### config.mk
export PLATFORM = sky130hd
export DESIGN_NAME = ibex_xif_dside_access_tracker
export DESIGN_NICKNAME = d
export VERILOG_FILES = /design/src/rtl/ibex_xif_dside_access_tracker_pkg.sv /design/src/rtl/ibex_xif_dv_req_fifo.sv /design/src/rtl/ibex_xif_dside_access_tracker.sv
export SDC_FILE = /design/constraint.sdc
export NUM_CORES = 1
export LEC_CHECK = 0
export CORE_MARGIN = 1
export CORE_UTILIZATION = 40
export DETAILED_ROUTE_END_ITERATION = 10
export HOLD_SLACK_MARGIN = 0.06
export PLACE_DENSITY = 0.58
export SETUP_SLACK_MARGIN = 0.3
export SLEW_MARGIN = 20
export SYNTH_ARGS = -nofsm -noshare
export SYNTH_HDL_FRONTEND = slang
export SYNTH_SLANG_ARGS = --single-unit
### constraint.sdc
create_clock -name clk_i -period 3.62 [get_ports clk_i]
set_input_delay 0.362 -clock clk_i [delete_from_list [all_inputs] [get_ports clk_i]]
set_output_delay 0.362 -clock clk_i [all_outputs]
set_load 0.02 [all_outputs]
### src/rtl/ibex_xif_dside_access_tracker_pkg.sv
// Shared types for the data-side access tracker and its downstream checker.
package ibex_xif_dside_access_tracker_pkg;

  // One completed data-side access, as forwarded to the ISS.
  typedef struct packed {
    logic        store;
    logic [31:0] addr;
    logic [3:0]  be;
    logic [31:0] data;
    logic        err;
    logic        mis_first;
    logic        mis_second;
  } dside_acc_t;

  // Request fields captured at grant time and held until the response.
  typedef struct packed {
    logic        we;
    logic [31:0] addr;
    logic [3:0]  be;
    logic [31:0] wdata;
    logic        mis_first;
    logic        mis_second;
  } dside_req_t;

  // Fields that must stay stable while a request waits for its grant.
  typedef struct packed {
    logic        we;
    logic [31:0] addr;
    logic [3:0]  be;
    logic [31:0] wdata;
  } dside_req_snap_t;

  typedef enum logic [1:0] {
    PROTO_OK        = 2'd0,
    PROTO_OVERFLOW  = 2'd1,
    PROTO_UNDERFLOW = 2'd2,
    PROTO_UNSTABLE  = 2'd3
  } proto_err_e;

endpackage

### src/rtl/ibex_xif_dv_req_fifo.sv
// Parameterised synchronous FIFO with occupancy counter; a push alongside a
// pop is accepted even when full, pushes while full otherwise are dropped.
module ibex_xif_dv_req_fifo #(
  parameter int unsigned Width = 32,
  parameter int unsigned Depth = 2,
  parameter int unsigned CntW  = 4
) (
  input  logic             clk_i,
  input  logic             rst_ni,
  input  logic             push_i,
  input  logic [Width-1:0] data_i,
  input  logic             pop_i,
  output logic [Width-1:0] data_o,
  output logic             full_o,
  output logic             empty_o,
  output logic [CntW-1:0]  count_o
);

  localparam int unsigned PtrW = (Depth > 1) ? $clog2(Depth) : 1;

  logic [Width-1:0] mem_q [Depth];
  logic [Width-1:0] mem_d [Depth];
  logic [PtrW-1:0]  wptr_q, wptr_d;
  logic [PtrW-1:0]  rptr_q, rptr_d;
  logic [CntW-1:0]  cnt_q, cnt_d;
  logic             push_ok, pop_ok;

  function automatic logic [PtrW-1:0] ptr_inc(input logic [PtrW-1:0] p);
    return (p == PtrW'(Depth - 1)) ? '0 : p + 1'b1;
  endfunction

  assign full_o  = (cnt_q == CntW'(Depth));
  assign empty_o = (cnt_q == '0);
  assign count_o = cnt_q;
  assign data_o  = mem_q[rptr_q];

  assign pop_ok  = pop_i && !empty_o;
  assign push_ok = push_i && (!full_o || pop_ok);

  // Next-state for storage, pointers and occupancy.
  always_comb begin
    mem_d  = mem_q;
    wptr_d = wptr_q;
    rptr_d = rptr_q;
    cnt_d  = cnt_q;
    if (push_ok) begin
      mem_d[wptr_q] = data_i;
      wptr_d        = ptr_inc(wptr_q);
    end
    if (pop_ok) begin
      rptr_d = ptr_inc(rptr_q);
    end
    case ({push_ok, pop_ok})
      2'b10:   cnt_d = cnt_q + 1'b1;
      2'b01:   cnt_d = cnt_q - 1'b1;
      default: cnt_d = cnt_q;
    endcase
  end

  // State registers; reset flushes every entry.
  always_ff @(posedge clk_i or negedge rst_ni) begin
    if (!rst_ni) begin
      for (int unsigned i = 0; i < Depth; i++) mem_q[i] <= '0;
      wptr_q <= '0;
      rptr_q <= '0;
      cnt_q  <= '0;
    end else begin
      mem_q  <= mem_d;
      wptr_q <= wptr_d;
      rptr_q <= rptr_d;
      cnt_q  <= cnt_d;
    end
  end

endmodule

### src/rtl/ibex_xif_dside_access_tracker.sv
// Observes the Ibex data-side bus and emits one record per completed access,
// with in-order matching of responses to granted requests and sticky
// protocol-violation reporting.
module ibex_xif_dside_access_tracker
  import ibex_xif_dside_access_tracker_pkg::*;
#(
  parameter int unsigned MaxOutstanding = 2
) (
  input  logic        clk_i,
  input  logic        rst_ni,
  input  logic        host_dmem_req,
  input  logic        host_dmem_gnt,
  input  logic        host_dmem_we,
  input  logic [31:0] host_dmem_addr,
  input  logic [3:0]  host_dmem_be,
  input  logic [31:0] host_dmem_wdata,
  input  logic        misaligned_first_i,
  input  logic        misaligned_second_i,
  input  logic        host_dmem_rvalid,
  input  logic [31:0] host_dmem_rdata,
  input  logic        host_dmem_err,
  output logic        acc_valid_o,
  output logic        acc_store_o,
  output logic [31:0] acc_addr_o,
  output logic [3:0]  acc_be_o,
  output logic [31:0] acc_data_o,
  output logic        acc_err_o,
  output logic        acc_misaligned_first_o,
  output logic        acc_misaligned_second_o,
  output logic [3:0]  outstanding_o,
  output logic        proto_err_o,
  output logic [1:0]  proto_err_code_o
);

  dside_req_t      push_entry, head;
  dside_req_snap_t cur_snap, snap_q, snap_d;
  dside_acc_t      acc_q, acc_d;
  proto_err_e      code_q, code_d;
  logic            pending_q, pending_d;
  logic            acc_valid_q, acc_valid_d;
  logic            push, pop, full, empty;
  logic            underflow, overflow, unstable;

  assign push = host_dmem_req && host_dmem_gnt;
  assign pop  = host_dmem_rvalid && !empty;

  assign push_entry = '{we:         host_dmem_we,
                        addr:       host_dmem_addr,
                        be:         host_dmem_be,
                        wdata:      host_dmem_wdata,
                        mis_first:  misaligned_first_i,
                        mis_second: misaligned_second_i};

  assign cur_snap = '{we:    host_dmem_we,
                      addr:  host_dmem_addr,
                      be:    host_dmem_be,
                      wdata: host_dmem_wdata};

  ibex_xif_dv_req_fifo #(
    .Width ($bits(dside_req_t)),
    .Depth (MaxOutstanding),
    .CntW  (4)
  ) u_req_fifo (
    .clk_i   (clk_i),
    .rst_ni  (rst_ni),
    .push_i  (push),
    .data_i  (push_entry),
    .pop_i   (host_dmem_rvalid),
    .data_o  (head),
    .full_o  (full),
    .empty_o (empty),
    .count_o (outstanding_o)
  );

  // A grant in the same cycle cannot satisfy an rvalid, so emptiness is
  // judged on registered occupancy alone.
  assign underflow = host_dmem_rvalid && empty;
  assign overflow  = push && full && !pop;
  assign unstable  = pending_q && host_dmem_req && (cur_snap != snap_q);

  // Stability monitor, sticky first-error capture and record formation.
  always_comb begin
    pending_d = host_dmem_req && !host_dmem_gnt;
    snap_d    = pending_d ? cur_snap : snap_q;

    code_d = code_q;
    if (code_q == PROTO_OK) begin
      if (underflow)     code_d = PROTO_UNDERFLOW;
      else if (overflow) code_d = PROTO_OVERFLOW;
      else if (unstable) code_d = PROTO_UNSTABLE;
    end

    acc_valid_d = pop;
    acc_d       = acc_q;
    if (pop) begin
      acc_d.store      = head.we;
      acc_d.addr       = head.addr;
      acc_d.be         = head.be;
      acc_d.data       = head.we ? head.wdata : host_dmem_rdata;
      acc_d.err        = host_dmem_err;
      acc_d.mis_first  = head.mis_first;
      acc_d.mis_second = head.mis_second;
    end
  end

  // Monitor, error and output registers.
  always_ff @(posedge clk_i or negedge rst_ni) begin
    if (!rst_ni) begin
      pending_q   <= 1'b0;
      snap_q      <= '0;
      code_q      <= PROTO_OK;
      acc_valid_q <= 1'b0;
      acc_q       <= '0;
    end else begin
      pending_q   <= pending_d;
      snap_q      <= snap_d;
      code_q      <= code_d;
      acc_valid_q <= acc_valid_d;
      acc_q       <= acc_d;
    end
  end

  assign acc_valid_o             = acc_valid_q;
  assign acc_store_o             = acc_q.store;
  assign acc_addr_o              = acc_q.addr;
  assign acc_be_o                = acc_q.be;
  assign acc_data_o              = acc_q.data;
  assign acc_err_o               = acc_q.err;
  assign acc_misaligned_first_o  = acc_q.mis_first;
  assign acc_misaligned_second_o = acc_q.mis_second;
  assign proto_err_o             = (code_q != PROTO_OK);
  assign proto_err_code_o        = code_q;

endmodule

==> results of run 1 <==
[worst min path at each step]
stage / to / slack (ps) / depth (start not counted) / start
global route: acc_err_o / 480 / 2 / host_dmem_err
global placement: u_req_fifo.mem_q[35] / 440 / 1 / rst_ni
floorplan: acc_addr_o[0] / 70 / 0 / rst_ni
detailed placement: u_req_fifo.mem_q[35] / 440 / 1 / rst_ni
CTS: acc_err_o / 470 / 2 / host_dmem_err
finish: u_req_fifo.mem_q[35] / 460 / 2 / rst_ni
[cell usage after synthesis, types with 11 or more instances]
master,instances
mux2_1,12
a21oi_1,35
nor2_1,37
mux2_2,132
mux2_4,70
nand4_1,16
xnor2_1,68
dfrtp_1,293
o21ai_0,65
clkbuf_1,11
nand2_1,74
buf_2,24
mux2i_1,71
[through the flow]
step           hold WS (ps)  power (W)  area [um2]
2_1_floorplan          66.4    0.00872       13000
3_3_place_gp            438     0.0104       15300
3_5_place_dp            438     0.0105       15300
4_1_cts                 473     0.0139       16400
5_1_grt                 483     0.0146       16400
6_report                462     0.0137       16400
[per-layer routing]
metal | up-vias | track usage (%) | routed length (um)
li1 | 3739 | - | -
met1 | 3956 | 26.9 | 14700
met2 | 155 | 29.1 | 13500
met3 | 31 | 3.15 | 1110
met4 | 0 | 4.17 | 421
met5 | - | 0 | 0
[cells by family (layout without fill, tap and decap cells)]
family | after synthesis | in the layout
other | 0 | 2
multiplexers | 285 | 285
XOR/XNOR | 76 | 76
AND/OR/NAND/NOR | 143 | 143
flip-flops | 293 | 293
adder cells (fa/ha/maj) | 3 | 3
AO/OA/AOI/OAI | 111 | 111
buffers and inverters | 55 | 264
[where the power goes]
part / total, W / switching [W] / internal [W]
Clock: 0.00332 / 0.00129 / 0.00202
Sequential: 0.00551 / 0.000865 / 0.00464
Combinational: 0.00490 / 0.00225 / 0.00265
[state kept, by name (all words and copies together), names as in the netlist, 2 cells and up]
signal and cells:
u_req_fifo.count_o 4, acc_be_o 4, acc_data_o 32, proto_err_code_o 2, u_req_fifo.mem_q 142, snap_q 69, acc_addr_o 32
[critical path, stage by stage, from the launching register on]
cell      delay (ps)
dfrtp_1          470
nor3_4           260
nand2b_1         140
nand2_4          390
inv_1            150
ha_1             300
xor2_1           160
ha_1             180
a21oi_1          140
xor2_1           170
nor2_1            60
xor2_1           130
[layout make-up]
type	count	share of cell area (%)
clock buffers	55	6.55
diodes	2	0.0305
well taps	435	3.32
multi-input cells	618	32.6
inverters	3	0.0687
flip-flops and latches	293	44.7
clock inverters	4	0.122
repair buffers	202	12.5
==> results.txt, run 1 <==
Final hold violations: 0
Layout cell share with drive strength beyond 1: 23.3%
Total number of vias: 7881
Initial antenna violation count: 2
Post-synth ARST share: 100%
Core area: 31800 um2
Final HPWL DP: 19500 um
Tot GR Track Use: 18.6%
Hold Path Class: input port to asynchronous set/reset pin
Slew HR: 39.3%
Placed cell count: 1550
Largest net degree at the start of global routing: 99
Synthesized instance count: 966
Max-Cap Viols: 0
Die X: 183 um
Synth Area in Adders: 0.288%
Net count, final: 1265
Multiplexer share of the synthesized area: 26.0%
H-Tree Depth: 2
Worst-Skew Late Latency: 500 ps
Area occupied by registers: 7340 um2
Largest family of logic cells by synthesized area: multiplexers
# fillers: 2780
Status: finished clean
Root Buffer: clkbuf_16
Initial Util: 41.0%
Cell leakage power: 6.98 nW
Post-synthesis compound-gate area fraction: 4.32%
Worst Setup SP: u_req_fifo.count_o[0]
Worst r2r path cells: 11
GRT Residual Overflow: 0
Yosys reg bits: 293
Most common cell after layout, fill and taps aside: dfrtp_1
Syn_area_per_cell: 13.5 um2
CP arrival: 3070 ps
CP max FO: 48
Yosys top cell area share: 56.2%
Vias in the first global route: 8379
Worst Skew: 16.8 ps
TritonRoute pass-1 iters: 4
Post-route core utilization: 51.6%
Yosys cell types: 34
# setup viols final: 0
Clock sink total: 293
Setup Total Neg Slack: 0 ps
Slew Limit Fails: 0
Min Tclk post-route: 2690 ps
GPL Wtd Cong: 0.731
Leading area contributor after synthesis: dfrtp_1
Post-CTS Setup Bufs: 0
R2R Setup Slk: 930 ps
Required time of the critical path: 4000 ps
Startpoint types: flip-flop
Post-synth EDFFs: 0
Post_cts resized: 0
Via density: 4.89
Site row count: 65
Most used DFF post-synth: dfrtp_1
DIE HEIGHT: 183 um
CP endpoint: u_req_fifo.count_o[2]
Power density cells: 836 nW/um2
CP Capture Type: flip-flop
Worst-Margin Slew: 911 ps
Maximum clock frequency: 372 MHz
Final Cycle Share: 74.3%
Synth Area in Simple Gates: 5.21%
DRC: 0
Ys Warns: 0
Post-Place Worst Slack: 917 ps
Worst setup path class: flip-flop to flip-flop
Cts-stage hold buffer count: 1
CTS tree: yes
Multi-input gate area: 5350 um2
Setup WS post-layout: 931 ps
Most frequent cells in the layout: dfrtp_1 (292), clkdlybuf4s50_1 (187), mux2_2 (132)
Die area: 33300 um2
Layout area overhead: 25.8%
DRT iter0 DRCs: 243
Layout Cells excl Fill: 1612
Wire length per cell: 18.4 um
CTS max path bufs: 3
Netlist Area Pre-Place: 13000 um2
Ranking of synthesized cells by area: dfrtp_1 (56%), mux2_2 (11%), mux2_4 (8.1%)
Register area share after synthesis: 56.2%
Number of I/O port buffers: 188
Final wirelength: 29700 um
First-pass GRT wire length: 48200 um
Peak VDD IR: 439 uV
IO Pins: 189
Total CTS buffers: 35
RSZ-0062 raised after global routing: false
Post-synthesis xor/xnor area fraction: 5.11%
Post-route ant nets: 0
Clock-pin slew on the worst setup and hold paths: 60 ps
R2r startpoint: u_req_fifo.count_o[0]
Syn_nets: 1078
Worst flop-to-flop path endpoint: u_req_fifo.count_o[2]
No activity file was read; power rests on OpenSTA's default activity.
==> run 2, diff against run 1 <==
clock period = 2.5 ns   (was 3.62 ns; I/O delays follow)
==> run 2 against run 1 <==
Maximum frequency grew 29%. Count of clock-buffer cells in the layout is 1 higher. Critical path type unchanged. Total power up 49%. Global-route usage is 0.37 points lower. Largest power group unchanged.
==> results.txt, run 2 (synthesized netlist as in run 1, its figures left out) <==
CP Capture Type: flip-flop
Setup Total Neg Slack: 0 ps
Post_cts resized: 0
DIE HEIGHT: 183 um
R2r startpoint: u_req_fifo.count_o[3]
Startpoint types: flip-flop
Final wirelength: 29900 um
Status: finished clean
Total CTS buffers: 35
Net count, final: 1277
Worst Skew: 15.1 ps
Slew HR: 52.0%
H-Tree Depth: 2
Wire length per cell: 18.4 um
Via density: 4.91
Layout area overhead: 28.4%
# setup viols final: 0
Largest Register: u_req_fifo.mem_q
Most common cell after layout, fill and taps aside: dfrtp_1
Vias in the first global route: 8137
Largest net degree at the start of global routing: 145
Peak VDD IR: 596 uV
RSZ-0062 raised after global routing: false
Max reg flops: 142
IO Pins: 189
Worst Setup SP: u_req_fifo.count_o[3]
Core area: 31800 um2
Tot GR Track Use: 18.2%
Cell leakage power: 7.12 nW
Number of I/O port buffers: 188
Maximum clock frequency: 482 MHz
CP arrival: 2460 ps
Max-Cap Viols: 0
GRT Residual Overflow: 0
Site row count: 65
Min Tclk post-route: 2080 ps
Required time of the critical path: 2880 ps
Clock-pin slew on the worst setup and hold paths: 60 ps
Die area: 33300 um2
Layout cell share with drive strength beyond 1: 25.0%
Setup WS post-layout: 423 ps
Final Cycle Share: 83.1%
Post-Place Worst Slack: 58.0 ps
DRT iter0 DRCs: 242
Most frequent cells in the layout: dfrtp_1 (289), clkdlybuf4s50_1 (187), mux2_2 (132)
CTS max path bufs: 3
Largest registers: u_req_fifo.mem_q (142), snap_q (69)
Initial Util: 41.0%
Clock sink total: 293
CTS tree: yes
Power density cells: 1220 nW/um2
Slew Limit Fails: 0
Post-route ant nets: 0
Initial antenna violation count: 3
Final HPWL DP: 19800 um
DRC: 0
Worst-Skew Late Latency: 500 ps
First-pass GRT wire length: 47200 um
Hold Path Class: input port to asynchronous set/reset pin
Final hold violations: 0
# fillers: 2764
CP max FO: 5
Worst setup path class: flip-flop to flip-flop
Root Buffer: clkbuf_16
Die X: 183 um
Worst-Margin Slew: 719 ps
TritonRoute pass-1 iters: 4
Total number of vias: 7971
GPL Wtd Cong: 0.725
[run 2: cell types whose count changed in the layout (fill, tap and decap cells not counted), moves of 3 or more]
cell and delta:
buf_12 +9, clkinv_2 -3, dfrtp_2 +3, ha_1 -3
buf_4 +3, dfrtp_1 -3, bufinv_16 +3
[run 2: layer usage]
metal | global-route usage [%] | share of wire (%) | wire length [um]
met1 | 26.8 | 50 | 14900
met2 | 27.9 | 45 | 13400
met3 | 3.25 | 4.2 | 1240
met4 | 3.90 | 1.1 | 338
met5 | 0 | 0 | 0
[run 2: final timing paths]
| check | endpoint | slack [ps] | cells after the start |
|---|---|---|---|
| worst min register to register | acc_be_o[2] | 470 | 2 |
| max in group asynchronous | u_req_fifo.mem_q[107] | 1380 | 3 |
| min in group clk_i | acc_err_o | 370 | 2 |
| worst min-delay path | acc_be_o[1] | 330 | 2 |
| worst max register to register | u_req_fifo.count_o[2] | 420 | 11 |
| worst max-delay path | u_req_fifo.count_o[2] | 420 | 11 |
[run 2: metrics by stage]
step / cells / utilization [%] / hold WS, ps / power (W) / area (um2)
CTS: 1619 / 52.5 / 348 / 0.0207 / 16700
finish: 1625 / 52.7 / 326 / 0.0205 / 16700
global placement: 1558 / 48.8 / 310 / 0.0153 / 15500
floorplan: 966 / - / -45.6 / 0.0127 / 13100
detailed placement: 1558 / 48.8 / 308 / 0.0154 / 15500
global route: 1624 / 52.6 / 375 / 0.0217 / 16700
[run 2: repair_timing]
action | 4_1_cts | 5_1_grt
setup endpoints to repair | 0 | 2
endpoints found under the hold margin | 76 | 0
setup buffers | 0 | 4
hold buffers | 1 | 0
[run 2: where the power goes]
| group | switching [W] | internal (W) | total (W) |
|---|---|---|---|
| registers | 0.00120 | 0.00673 | 0.00793 |
| logic | 0.00337 | 0.00397 | 0.00734 |
| clock network | 0.00189 | 0.00330 | 0.00519 |
[run 2: layout make-up]
class                   count  area, um2  share of cell area (%)
inverters                   3       16.3                  0.0972
diodes                      2       5.00                  0.0299
flip-flops and latches    293       7340                    43.8
multi-input cells         618       5390                    32.2
clock buffers              56       1100                    6.55
repair buffers            214       2260                    13.5
well taps                 435        544                    3.25
clock inverters             4       95.1                   0.568
[run 2: worst max-delay path, cell delays in order, from the launching register on]
cell,delay (ps)
dfrtp_2,440
nor3_4,240
nand2b_1,150
nand2_4,120
inv_6,50
ha_4,170
xor2_1,150
ha_2,190
a21oi_2,110
xor2_1,150
nor2_1,70
xor2_1,130
==> run 3, diff against run 2 <==
PLACE_DENSITY = 0.6   (was 0.58)
clock period = 1.8 ns   (was 2.5 ns; I/O delays follow)
==> run 3 against run 2 <==
The run now ends with negative setup slack left. Maximum frequency is 4.3% higher. Critical path depth stayed put. Via count is 5.3% higher. Cell count is 5.9% higher.
==> results.txt, run 3 (synthesized netlist as in run 1, its figures left out) <==
Initial antenna violation count: 3
Required time of the critical path: 2170 ps
Post-route ant nets: 0
Clock sink total: 293
Slew HR: 70.6%
Vias in the first global route: 8923
Worst-Margin Slew: 440 ps
Layout Cells excl Fill: 1721
Worst setup path class: flip-flop to flip-flop
DRT iter0 DRCs: 375
Largest Register: u_req_fifo.mem_q
DRC: 0
Initial Util: 41.0%
# fillers: 2633
Via density: 4.88
Net count, final: 1373
WHS: 186 ps
Core area: 31800 um2
Largest net degree at the start of global routing: 59
CP max FO: 3
Final wirelength: 33100 um
Maximum clock frequency: 502 MHz
Peak VDD IR: 848 uV
Final HPWL DP: 21900 um
Power density cells: 1620 nW/um2
Status: finished, violations left
Tot GR Track Use: 20.4%
CTS max path bufs: 3
CTS tree: yes
Worst-Skew Late Latency: 510 ps
Number of I/O port buffers: 188
First-pass GRT wire length: 52500 um
Final Cycle Share: 111%
Die area: 33300 um2
IO Pins: 189
Clock-pin slew on the worst setup and hold paths: 60 ps
CP arrival: 2360 ps
Most common cell after layout, fill and taps aside: dfrtp_1
Setup WS post-layout: -191 ps
Total number of vias: 8390
H-Tree Depth: 2
Worst Skew: 23.4 ps
Slew Limit Fails: 0
Min Tclk post-route: 1990 ps
GPL Wtd Cong: 0.766
RSZ-0062 raised after global routing: true
Largest registers: u_req_fifo.mem_q (142), snap_q (69)
Site row count: 65
DIE HEIGHT: 183 um
Violated checks: negative setup slack
Total CTS buffers: 34
Most frequent cells in the layout: dfrtp_1 (287), mux2_4 (143), clkdlybuf4s50_1 (107)
Post-route core utilization: 57.2%
# setup viols final: 123
Layout cell share with drive strength beyond 1: 33.7%
CP Capture Type: flip-flop
TritonRoute pass-1 iters: 4
Max-Cap Viols: 0
Final hold violations: 0
Max reg flops: 142
Layout area overhead: 39.5%
Root Buffer: clkbuf_16
Hold Path Class: input port to asynchronous set/reset pin
Startpoint types: flip-flop
Die X: 183 um
Wire length per cell: 19.2 um
Placed cell count: 1626
Cell leakage power: 8.36 nW
GRT Residual Overflow: 0
## run 3: area by class of cell
class / instances / area [um2] / share of cell area, %
Tap cell: 435 / 544 / 2.99
Timing Repair Buffer: 310 / 3310 / 18.2
Antenna cell: 2 / 5.00 / 0.0275
Inverter: 3 / 16.3 / 0.0894
Clock buffer: 52 / 1040 / 5.73
Multi-Input combinational cell: 619 / 5840 / 32.1
Clock inverter: 7 / 88.8 / 0.488
Sequential cell: 293 / 7340 / 40.4
## run 3: where the power goes
part / switching [W] / leakage [nW] / total, W / internal (W)
registers: 0.00164 / 3.50 / 0.0110 / 0.00935
clock network: 0.00268 / 0.558 / 0.00696 / 0.00428
logic: 0.00518 / 4.30 / 0.0114 / 0.00625
## run 3: worst paths after layout
| check | from | to | slack [ps] | depth (start not counted) |
|---|---|---|---|---|
| worst min-delay path | rst_ni | acc_be_o[2] | 190 | 2 |
| worst max-delay path | u_req_fifo.count_o[2] | u_req_fifo.count_o[2] | -190 | 11 |
| max in group asynchronous | rst_ni | snap_q[53] | 830 | 3 |
| worst max register to register | u_req_fifo.count_o[2] | u_req_fifo.count_o[2] | -190 | 11 |
| min in group clk_i | host_dmem_err | acc_err_o | 290 | 2 |
| worst min register to register | acc_data_o[7] | acc_data_o[7] | 470 | 2 |
## run 3: critical path, cell delays in order (launching register included)
cell and delay (ps):
dfrtp_2 420, nor3_4 180, nand2b_1 120, nand2_4 110, inv_6 50, ha_4 160, xor2_1 160, ha_2 170
a21oi_2 120, xor2_1 170, nor2_1 60, xor2_1 150
## run 3: timing repair
item	in CTS	in global routing
resized for setup	136	29
hold buffers	1	0
setup buffers	16	5
cloned	11	1
pin swaps	17	8
hold endpoints to repair	226	0
setup endpoints to repair	290	218
## run 3: metal layers
metal  vias up  share of wire (%)  track usage [%]
li1       3973                  -                -
met1      4218                 48             29.4
met2       162                 46             32.2
met3        35                4.6             3.49
met4         2                1.5             4.44
met5         -              0.036                0
## run 3: per-stage QoR
stage	worst slack [ps]	TNS [ps]	instance area, um2	power (W)
2_1_floorplan	-492	-1360	13400	0.0183
3_3_place_gp	-463	-34930	16300	0.0221
3_5_place_dp	-491	-37670	16300	0.0223
4_1_cts	-184	-8670	18000	0.0295
5_1_grt	-293	-18770	18200	0.0311
6_report	-191	-8450	18200	0.0294
